[config.mk]
export PLATFORM = sky130hd
export DESIGN_NAME = sram_arbiter
export DESIGN_NICKNAME = d
export VERILOG_FILES = /design/src/rtl/sram_arbiter.sv
export SDC_FILE = /design/constraint.sdc
export NUM_CORES = 1
export LEC_CHECK = 0
export ABC_AREA = 1
export BUFFER_PORTS_ARGS = -buffer_cell sky130_fd_sc_hd__buf_2
export CORE_MARGIN = 2
export CORE_UTILIZATION = 35
export DETAILED_ROUTE_END_ITERATION = 16
export PLACE_DENSITY_LB_ADDON = 0.25
export SYNTH_ARGS = -nofsm -noshare
export SYNTH_HDL_FRONTEND = slang
export SYNTH_SLANG_ARGS = --single-unit
[constraint.sdc]
create_clock -name Clk -period 1.7 [get_ports Clk]
set_input_delay 0.34 -clock Clk [delete_from_list [all_inputs] [get_ports Clk]]
set_output_delay 0.34 -clock Clk [all_outputs]
set_load 0.005 [all_outputs]
[src/rtl/sram_arbiter.sv]
// Two-client arbiter and strobe sequencer for the shared asynchronous SRAM.
// Define SRAM_ARB_ROUND_ROBIN_EN for round-robin tie-breaking (default: client 0 priority).
module sram_arbiter #(
  parameter int ADDR_W     = 20,
  parameter int DATA_W     = 16,
  parameter int ACC_CYCLES = 2
) (
  input  logic              Clk,
  input  logic              Reset,
  input  logic              c0_req,
  input  logic              c0_we,
  input  logic [ADDR_W-1:0] c0_addr,
  input  logic [DATA_W-1:0] c0_wdata,
  output logic              c0_ack,
  output logic [DATA_W-1:0] c0_rdata,
  input  logic              c1_req,
  input  logic              c1_we,
  input  logic [ADDR_W-1:0] c1_addr,
  input  logic [DATA_W-1:0] c1_wdata,
  output logic              c1_ack,
  output logic [DATA_W-1:0] c1_rdata,
  output logic [ADDR_W-1:0] Mem_ADDR,
  output logic [DATA_W-1:0] Mem_DOUT,
  output logic              Mem_DRIVE,
  input  logic [DATA_W-1:0] Mem_DIN,
  output logic              Mem_CE,
  output logic              Mem_UB,
  output logic              Mem_LB,
  output logic              Mem_OE,
  output logic              Mem_WE,
  output logic              busy
);

  typedef enum logic [1:0] {
    IDLE,
    ACCESS,
    RECOVER
  } state_t;

  localparam logic [3:0] CNT_INIT = 4'(ACC_CYCLES - 1);

  state_t            state_q;
  logic [3:0]        cnt_q;
  logic              op_we_q;
  logic              win_q;
  logic [ADDR_W-1:0] addr_q;
  logic [DATA_W-1:0] dout_q;
  logic [DATA_W-1:0] rd0_q;
  logic [DATA_W-1:0] rd1_q;
  logic              ce_q;
  logic              oe_q;
  logic              we_q;
  logic              drive_q;
  logic              ack0_q;
  logic              ack1_q;
  logic              busy_q;

  logic              pick1;
  logic              sel_we;
  logic [ADDR_W-1:0] sel_addr;
  logic [DATA_W-1:0] sel_wdata;

`ifdef SRAM_ARB_ROUND_ROBIN_EN
  logic last_q;
  // On a tie, the client that did not win last time gets the bus.
  assign pick1 = c1_req & (~c0_req | ~last_q);
`else
  assign pick1 = c1_req & ~c0_req;
`endif

  assign sel_we    = pick1 ? c1_we    : c0_we;
  assign sel_addr  = pick1 ? c1_addr  : c0_addr;
  assign sel_wdata = pick1 ? c1_wdata : c0_wdata;

  always_ff @(posedge Clk) begin
    if (Reset) begin
      state_q <= IDLE;
      cnt_q   <= '0;
      op_we_q <= 1'b0;
      win_q   <= 1'b0;
      addr_q  <= '0;
      dout_q  <= '0;
      rd0_q   <= '0;
      rd1_q   <= '0;
      ce_q    <= 1'b1;
      oe_q    <= 1'b1;
      we_q    <= 1'b1;
      drive_q <= 1'b0;
      ack0_q  <= 1'b0;
      ack1_q  <= 1'b0;
      busy_q  <= 1'b0;
`ifdef SRAM_ARB_ROUND_ROBIN_EN
      last_q  <= 1'b1;
`endif
    end else begin
      ack0_q <= 1'b0;
      ack1_q <= 1'b0;
      unique case (state_q)
        IDLE: begin
          if (c0_req | c1_req) begin
            state_q <= ACCESS;
            win_q   <= pick1;
            op_we_q <= sel_we;
            addr_q  <= sel_addr;
            dout_q  <= sel_wdata;
            cnt_q   <= CNT_INIT;
            ce_q    <= 1'b0;
            oe_q    <= sel_we;
            we_q    <= ~sel_we;
            drive_q <= sel_we;
            busy_q  <= 1'b1;
`ifdef SRAM_ARB_ROUND_ROBIN_EN
            last_q  <= pick1;
`endif
          end
        end
        ACCESS: begin
          if (cnt_q == 4'd0) begin
            state_q <= RECOVER;
            ce_q    <= 1'b1;
            oe_q    <= 1'b1;
            we_q    <= 1'b1;
            ack0_q  <= ~win_q;
            ack1_q  <= win_q;
            if (!op_we_q) begin
              if (win_q) rd1_q <= Mem_DIN;
              else       rd0_q <= Mem_DIN;
            end
          end else begin
            cnt_q <= cnt_q - 4'd1;
          end
        end
        RECOVER: begin
          // Address, data and drive stay put one cycle for hold time.
          state_q <= IDLE;
          drive_q <= 1'b0;
          busy_q  <= 1'b0;
        end
        default: state_q <= IDLE;
      endcase
    end
  end

  assign c0_ack    = ack0_q;
  assign c1_ack    = ack1_q;
  assign c0_rdata  = rd0_q;
  assign c1_rdata  = rd1_q;
  assign Mem_ADDR  = addr_q;
  assign Mem_DOUT  = dout_q;
  assign Mem_DRIVE = drive_q;
  assign Mem_CE    = ce_q;
  assign Mem_UB    = ce_q;
  assign Mem_LB    = ce_q;
  assign Mem_OE    = oe_q;
  assign Mem_WE    = we_q;
  assign busy      = busy_q;

endmodule

Word-level counts from Yosys, hierarchy flattened
Cells that the tools add are included.

word-level totals
  bits of input ports = 94
  logic and storage cells = 60
  register bits after elaboration = 83
  output and inout bits = 77

operators by class
  reductions and logical operators = 12
  add/subtract/negate cells = 1
  mux-type cells = 19
  bitwise gates (word level) = 8
  equality and inequality tests = 5

operators with widths
  kind                                               number
  2-to-1 mux 20 bit                                  1
  2-to-1 mux 16 bit                                  1
  one-hot mux 1 bit (2 select lines)                 5
  2-to-1 mux 4 bit                                   2
  one-hot mux 4 bit (2 select lines)                 1
  AND reduction 4 bit                                2
  2-to-1 mux 1 bit                                   6
  inequality test 2 bit (second input constant)      3
  NOT 1 bit                                          6
  AND reduction 2 bit                                3
  AND reduction 3 bit                                2
  zero test 4 bit                                    1
  2-to-1 mux 2 bit                                   2
  one-hot mux 2 bit (2 select lines)                 1
  nonzero test 2 bit                                 2
  subtractor 4 x 1 -> 4 bit (second input constant)  1
  OR reduction 3 bit                                 1
  == test 2 x 1 -> 1 bit (second input constant)     1
  == test 2 bit (second input constant)              1
  zero test 2 bit                                    1
  AND 1 bit                                          1
  bitwise OR 1 bit                                   1

Depth between registers and ports, before layout
Gate-level depths: netlist of run 1.

  word-level depth = 6
  mapped depth = 8
  depth with buffers taken out = 8

Least setup slack after synthesis of run 1
OpenSTA, ideal clock, no wires.

  path kind = register to register
  start point = reg cnt_q[0]
  end point = reg rd1_q[10], in the netlist c1_rdata[10]
  data required time = 1.568 ns
  setup time = 0.132 ns
  slack = 0.333 ns
  data arrival time = 1.235 ns
  path buffers = 1
  clock period less this slack = 1.367 ns
  stages on the path, launching flop included = 9
  cell sequence = dfxtp_1 inv_1 ha_1 nand2_1 nor2_4 nand2_4 buf_6 nand2_1 a21oi_1

between the ends
  longest elaborated chain between the ends = 2

ends and longest elaborated chain
  element                        RTL line  source
  start: declaration             43        logic [3:0] cnt_q;
  start signal: assignment       130       cnt_q <= cnt_q - 4'd1;
  zero test 4 bit                118       if (cnt_q == 4'd0) begin
  AND reduction 4 bit (no line)  --
  end signal: assignment         126       if (win_q) rd1_q <= Mem_DIN;
  end: declaration               49        logic [DATA_W-1:0] rd1_q;

No other way between the ends.
A chain may end at the register's enable or synchronous reset.

Final worst setup path of run 1
  start point = reg cnt_q[0]
  end point = reg rd1_q[7], in the netlist c1_rdata[7]

Same word-level chain as after synthesis.

==> run_results.csv, run 1 <==
group,metric,value,unit
sta,period_share,90.5,%
floorplan,num_rows,36,
layout,multi_input_area,1660,um2
sta,fin_tns_setup,0,ps
layout,nFillCells,1015,
floorplan,io_pins,171,
worst_setup_path,worstRegToRegCells,7,
worst_setup_path,worst-path-max-fanout,16,
worst_setup_path,critPathLaunchType,"flop",
layout,layout.nets,758,
layout,n_antenna_cell,0,
worst_setup_path,slowest_delay,320,ps
pwr,power.leakage,2.49,nW
worst_setup_path,worst_path_max_delay_cell,"dfxtp_1",
routing,routed_wl,9260,um
worst_setup_path,critical_path_required,1920,ps
synthesis,synth_area,3550,um2
layout,layout_common_cells,"nand2_1, buf_2, dfxtp_1",
place,port_buffers,170,
layout,final_common_cell,"nand2_1",
clock_tree,cts_buffer_depth,2,
clock_tree,cts_buffers,9,
floorplan,core_area,9820,um2
pwr,peakVddDrop,0.433,mV
sta,hold_viol_final,0,
synthesis,synth_cell_types,26,
layout,seq_area,1660,um2
worst_setup_path,timing.rr.end,"c1_rdata[7]",
synthesis,synth_cells,498,
routing,viasPerCell,4.58,
synthesis,synth_nets,594,
clock_tree,insertion_delay,340,ps
synthesis,synth_warnings,0,
synthesis,ys_seq_area_share,46.8,%
sta,finalClockSkew,9.22,ps
place,dpl.hpwl,7030,um
routing,drtPass1Iterations,4,
sta,max_freq,650,MHz
synthesis,syn_avg_cell_area,7.13,um2
worst_hold_path,hold_path_startpoint,"Mem_DIN[4]",
worst_setup_path,arrival,1750,ps
worst_setup_path,critPathKind,"flop to flop",
worst_setup_path,r2r-start,"cnt_q[0]",
worst_setup_path,setup.worst_path.end_class,"flop",
outcome,status,"complete, no violations",
sta,hold_slack,249,ps
grt,grt_overflow,0,
worst_hold_path,worstHoldPathType,"input port to flop",
routing,initialDrtViolationCount,149,
worst_setup_path,path_cells,"inv_1, ha_1, nand2_1, nor2_4, nand2_4, nand2_1, a21oi_1",
sta,period_needed,1540,ps
layout,final_util,47.9,%
sta,rsz0062_at_grt,"false",
routing,drtAntennaViolNets,0,
grt,grt_pass1_vias,3152,
place,gp_congestion,0.856,
grt,antenna_found_initial,0,
routing,num_vias,3667,
worst_setup_path,r2r_setup_slack,160,ps
floorplan,fp.dieW,105,um
floorplan,start_util,36.1,%
floorplan,dieArea,11000,um2
worst_hold_path,hold_end,"c0_rdata[4]",
clock_tree,cts_root_buf,"clkbuf_8",
sta,slew_headroom,67.8,%
worst_setup_path,crit_top_cell,"nand2_1",
clock_tree,tritoncts,"yes",
sta,tightest_slew,482,ps
grt,grt_max_degree,37,
grt,grt_usage,16.2,%
synthesis,synth_seq_cells,83,
worst_hold_path,hold_depth,3,
clock_tree,cts_max_level,3,
layout,drive_gt1_share,32.4,%
routing,wl_per_cell,11.6,um
sta,finalSetupViolCount,0,
floorplan,die_y,105,um
pwr,p_per_area,995,nW/um2
clock_tree,clk_pin_slew,90,ps
clock_tree,clock_sinks,83,
grt,grt_pass1_wl,14500,um
layout,area_growth,32.7,%
sta,final_max_slew_viol_count,0,
routing,drc,0,
job,drv_cap,0,
[metal layers]
metal | share of wire, % | global-route usage [%] | vias to the layer above
li1 | - | - | 1920
met1 | 47 | 20.9 | 1575
met2 | 45 | 26.2 | 158
met3 | 7.6 | 4.18 | 14
met4 | 1.2 | 6.10 | 0
met5 | 0 | 0 | -
[cells by family after synthesis]
logic type               count (synthesis)  synth area share, %
AND/OR/NAND/NOR                        309                 37.1
flip-flops                              83                 46.8
AO/OA/AOI/OAI                           60                 8.60
buffers and inverters                   43                 6.49
adder cells (fa/ha/maj)                  2                0.705
XOR/XNOR                                 1                0.247
[flip-flops by register name (all words and copies together) (netlist names)]
register and flops:
Mem_OE 1, win_q 1, op_we_q 1, Mem_DOUT 16, Mem_WE 1, Mem_CE 1
c0_rdata 16, c0_ack 1, Mem_ADDR 20, c1_rdata 16, busy 1, cnt_q 4
Mem_DRIVE 1, c1_ack 1, state_q 2
[layout make-up]
type / count / share of cell area [%]
Clock inverter: 7 / 1.57
Timing Repair Buffer: 183 / 20.7
Tap cell: 133 / 3.53
Clock buffer: 9 / 2.63
Inverter: 13 / 1.06
Sequential cell: 83 / 35.3
Multi-Input combinational cell: 372 / 35.2
[how the worst max path moves through the flow]
stage | cells after the start | end | startpoint
after CTS | 7 | Mem_DOUT[10] | state_q[1]
after floorplan | 8 | c1_rdata[10] | cnt_q[0]
after global routing | 7 | Mem_ADDR[8] | state_q[1]
after detailed placement | 7 | Mem_DOUT[10] | state_q[1]
final | 7 | c1_rdata[7] | cnt_q[0]
after global placement | 7 | Mem_ADDR[11] | state_q[1]
[stage by stage]
| stage | total power [mW] | area [um2] | instances | setup slack [ps] |
|---|---|---|---|---|
| 3_5_place_dp | 3.32 | 4490 | 781 | 144 |
| 3_3_place_gp | 3.30 | 4490 | 781 | 207 |
| 5_1_grt | 4.97 | 4710 | 800 | 29.7 |
| 2_1_floorplan | 2.90 | 3550 | 498 | 333 |
| 6_report | 4.68 | 4710 | 800 | 162 |
| 4_1_cts | 4.73 | 4680 | 797 | 129 |
[worst max-delay path, delay by kind of cell, from the launching register on]
kind            cells  cell delay, ps
compound gates      1              60
fa+ha+maj           1             250
buf+inv             1             110
flops               1             320
simple gates        4             660
[what timing repair did]
| action | in CTS | in global routing |
|---|---|---|
| resized for setup | 0 | 1 |
| hold buffers | 0 | 0 |
| setup buffers | 0 | 3 |
| endpoints found under the setup margin | 0 | 32 |
[synth_stat cells, drive strengths merged]
| master | instances | share of area [%] |
|---|---|---|
| nand3 | 60 | 8.8 |
| xnor2 | 1 | 0.25 |
| buf | 20 | 4.1 |
| nand2 | 229 | 25 |
| nor2 | 15 | 2.8 |
| nor3 | 3 | 0.42 |
| dfxtp | 83 | 47 |
| inv | 13 | 1.4 |
| a21oi | 37 | 5.2 |
| ha | 2 | 0.71 |
| clkbuf | 10 | 1.1 |
| o21ai | 22 | 3.2 |
| or2 | 2 | 0.35 |
| o22ai | 1 | 0.18 |
[power breakdown]
| group | switching, mW | internal [mW] | total [mW] |
|---|---|---|---|
| clock | 0.713 | 0.686 | 1.40 |
| sequential | 0.100 | 2.13 | 2.23 |
| combinational | 0.627 | 0.430 | 1.06 |
Note: power is estimated with default switching activity, not from simulation.
==> run 2: changes to the inputs <==
- CORE_UTILIZATION: 35 -> 46
==> run 2 against run 1 <==
- clock skew grew 0.67 ps
- critical endpoint is now c1_rdata[13]
- setup slack lost 10 ps
- global-route usage grew 5.5 points
- hold slack gained 7.0 ps
- sequential power is essentially flat
- design area shrank 0.93%
- largest power group unchanged
- utilization grew 13 points
- register-to-register slack is essentially flat
- flip-flop and latch count is the same
- die area shrank 23%
==> run_results.csv, run 2 (synthesis gave the netlist of run 1 again) <==
group,metric,value,unit
pwr,power.leakage,2.49,nW
outcome,status,"complete, no violations",
routing,initialDrtViolationCount,120,
sta,period_share,91.1,%
sta,max_freq,646,MHz
worst_setup_path,critical_path_required,1910,ps
layout,final_common_cell,"nand2_1",
layout,largest_reg_flops,20,
worst_hold_path,hold_path_startpoint,"Mem_DIN[3]",
worst_setup_path,r2r_setup_slack,150,ps
floorplan,io_pins,171,
worst_setup_path,r2r-start,"cnt_q[0]",
sta,finalSetupViolCount,0,
routing,drtAntennaViolNets,0,
worst_setup_path,setup.worst_path.end_class,"flop",
sta,finalClockSkew,9.89,ps
worst_setup_path,timing.rr.end,"c1_rdata[13]",
pwr,peakVddDrop,0.452,mV
clock_tree,clk_pin_slew,80,ps
floorplan,die_y,91.8,um
worst_hold_path,hold_depth,3,
routing,wl_met1,4110,um
layout,seq_area,1660,um2
floorplan,fp.dieW,91.8,um
place,dpl.hpwl,6800,um
clock_tree,insertion_delay,340,ps
clock_tree,cts_root_buf,"clkbuf_8",
layout,n_antenna_cell,0,
job,drv_cap,0,
layout,area_growth,31.5,%
worst_setup_path,worst-path-max-fanout,16,
routing,wl_per_cell,11.8,um
clock_tree,cts_buffers,9,
worst_setup_path,worstRegToRegCells,7,
worst_setup_path,arrival,1760,ps
sta,fin_tns_setup,0,ps
layout,layout.nets,755,
sta,hold_viol_final,0,
worst_setup_path,critPathKind,"flop to flop",
routing,wl_met2,4160,um
clock_tree,cts_buffer_depth,2,
floorplan,dieArea,8430,um2
sta,tightest_slew,472,ps
worst_hold_path,hold_end,"c0_rdata[3]",
sta,period_needed,1550,ps
grt,antenna_found_initial,0,
grt,grt_overflow,0,
place,dp_slack,166,ps
sta,slew_headroom,68.5,%
routing,dr.max_layer_used,"met4",
floorplan,start_util,46.6,%
sta,fin_ws,152,ps
routing,drtPass1Iterations,5,
pwr,p_per_area,1030,nW/um2
clock_tree,cts_max_level,3,
clock_tree,postCtsSetupBuffers,0,
layout,layout_common_cells,"nand2_1, buf_2, dfxtp_1",
grt,grt_pass1_vias,3282,
floorplan,num_rows,32,
sta,rsz0062_at_grt,"false",
routing,viasPerCell,4.80,
floorplan,core_area,7610,um2
routing,met3_length,623,um
clock_tree,clock_sinks,83,
layout,nFillCells,735,
grt,grt_pass1_wl,15000,um
place,gp_congestion,0.781,
clock_tree,cts_hold_buf,0,
layout,multi_input_area,1660,um2
routing,num_vias,3673,
worst_hold_path,worstHoldPathType,"input port to flop",
place,port_buffers,170,
clock_tree,tritoncts,"yes",
worst_setup_path,critPathLaunchType,"flop",
routing,drc,0,
routing,routed_wl,9010,um
layout,drive_gt1_share,31.9,%
sta,final_max_slew_viol_count,0,
grt,grt_usage,21.8,%
grt,grt_max_degree,37,
[run 2: worst max-delay path, stage by stage (launching register included)]
cell and delay (ps):
dfxtp_1 320, inv_1 120, ha_1 250, nand2_1 130, nor2_4 250, nand2_4 200, nand2_1 100, a21oi_1 60
[run 2: how the worst max path moves through the flow]
| stage | cells after the start | slack (ps) | end | from |
|---|---|---|---|---|
| global route | 6 | 50 | c0_rdata[10] | cnt_q[0] |
| finish | 7 | 150 | c1_rdata[13] | cnt_q[0] |
| floorplan | 8 | 330 | c1_rdata[10] | cnt_q[0] |
| global placement | 7 | 200 | c1_rdata[11] | cnt_q[0] |
| detailed placement | 6 | 170 | Mem_ADDR[3] | Reset |
| CTS | 7 | 150 | Mem_DOUT[1] | state_q[1] |
[run 2: where the power goes]
group / total (mW) / internal (mW) / switching (mW)
clock: 1.57 / 0.906 / 0.660
sequential: 2.23 / 2.13 / 0.102
combinational: 1.02 / 0.406 / 0.617
total: 4.82 / 3.44 / 1.38
[run 2: repair_timing]
| item | in CTS | in global routing |
|---|---|---|
| gates resized for setup | 0 | 1 |
| setup endpoints to repair | 0 | 17 |
| endpoints found under the hold margin | 0 | 0 |
[run 2: metal layers]
layer,GRT usage [%],vias to the layer above
met1,28.2,1625
met2,35.5,129
met4,8.83,0
met3,4.52,8
li1,-,1911
met5,0,-
[run 2: per-stage QoR]
stage	util (%)	std cells	cell area, um2	hold WS [ps]	power, mW
6_report	61.3	766	4660	256	4.82
5_1_grt	61.3	766	4660	251	5.10
4_1_cts	61.3	766	4660	238	4.86
3_5_place_dp	58.3	750	4440	435	3.30
3_3_place_gp	58.3	750	4440	431	3.28
2_1_floorplan	-	498	3550	424	2.90
[run 2: cell type report]
cell class / count / share of cell area [%]
flip-flops and latches: 83 / 35.6
multi-input cells: 372 / 35.6
repair buffers: 180 / 20.1
clock buffers: 12 / 3.33
well taps: 102 / 2.74
clock inverters: 4 / 1.56
inverters: 13 / 1.07
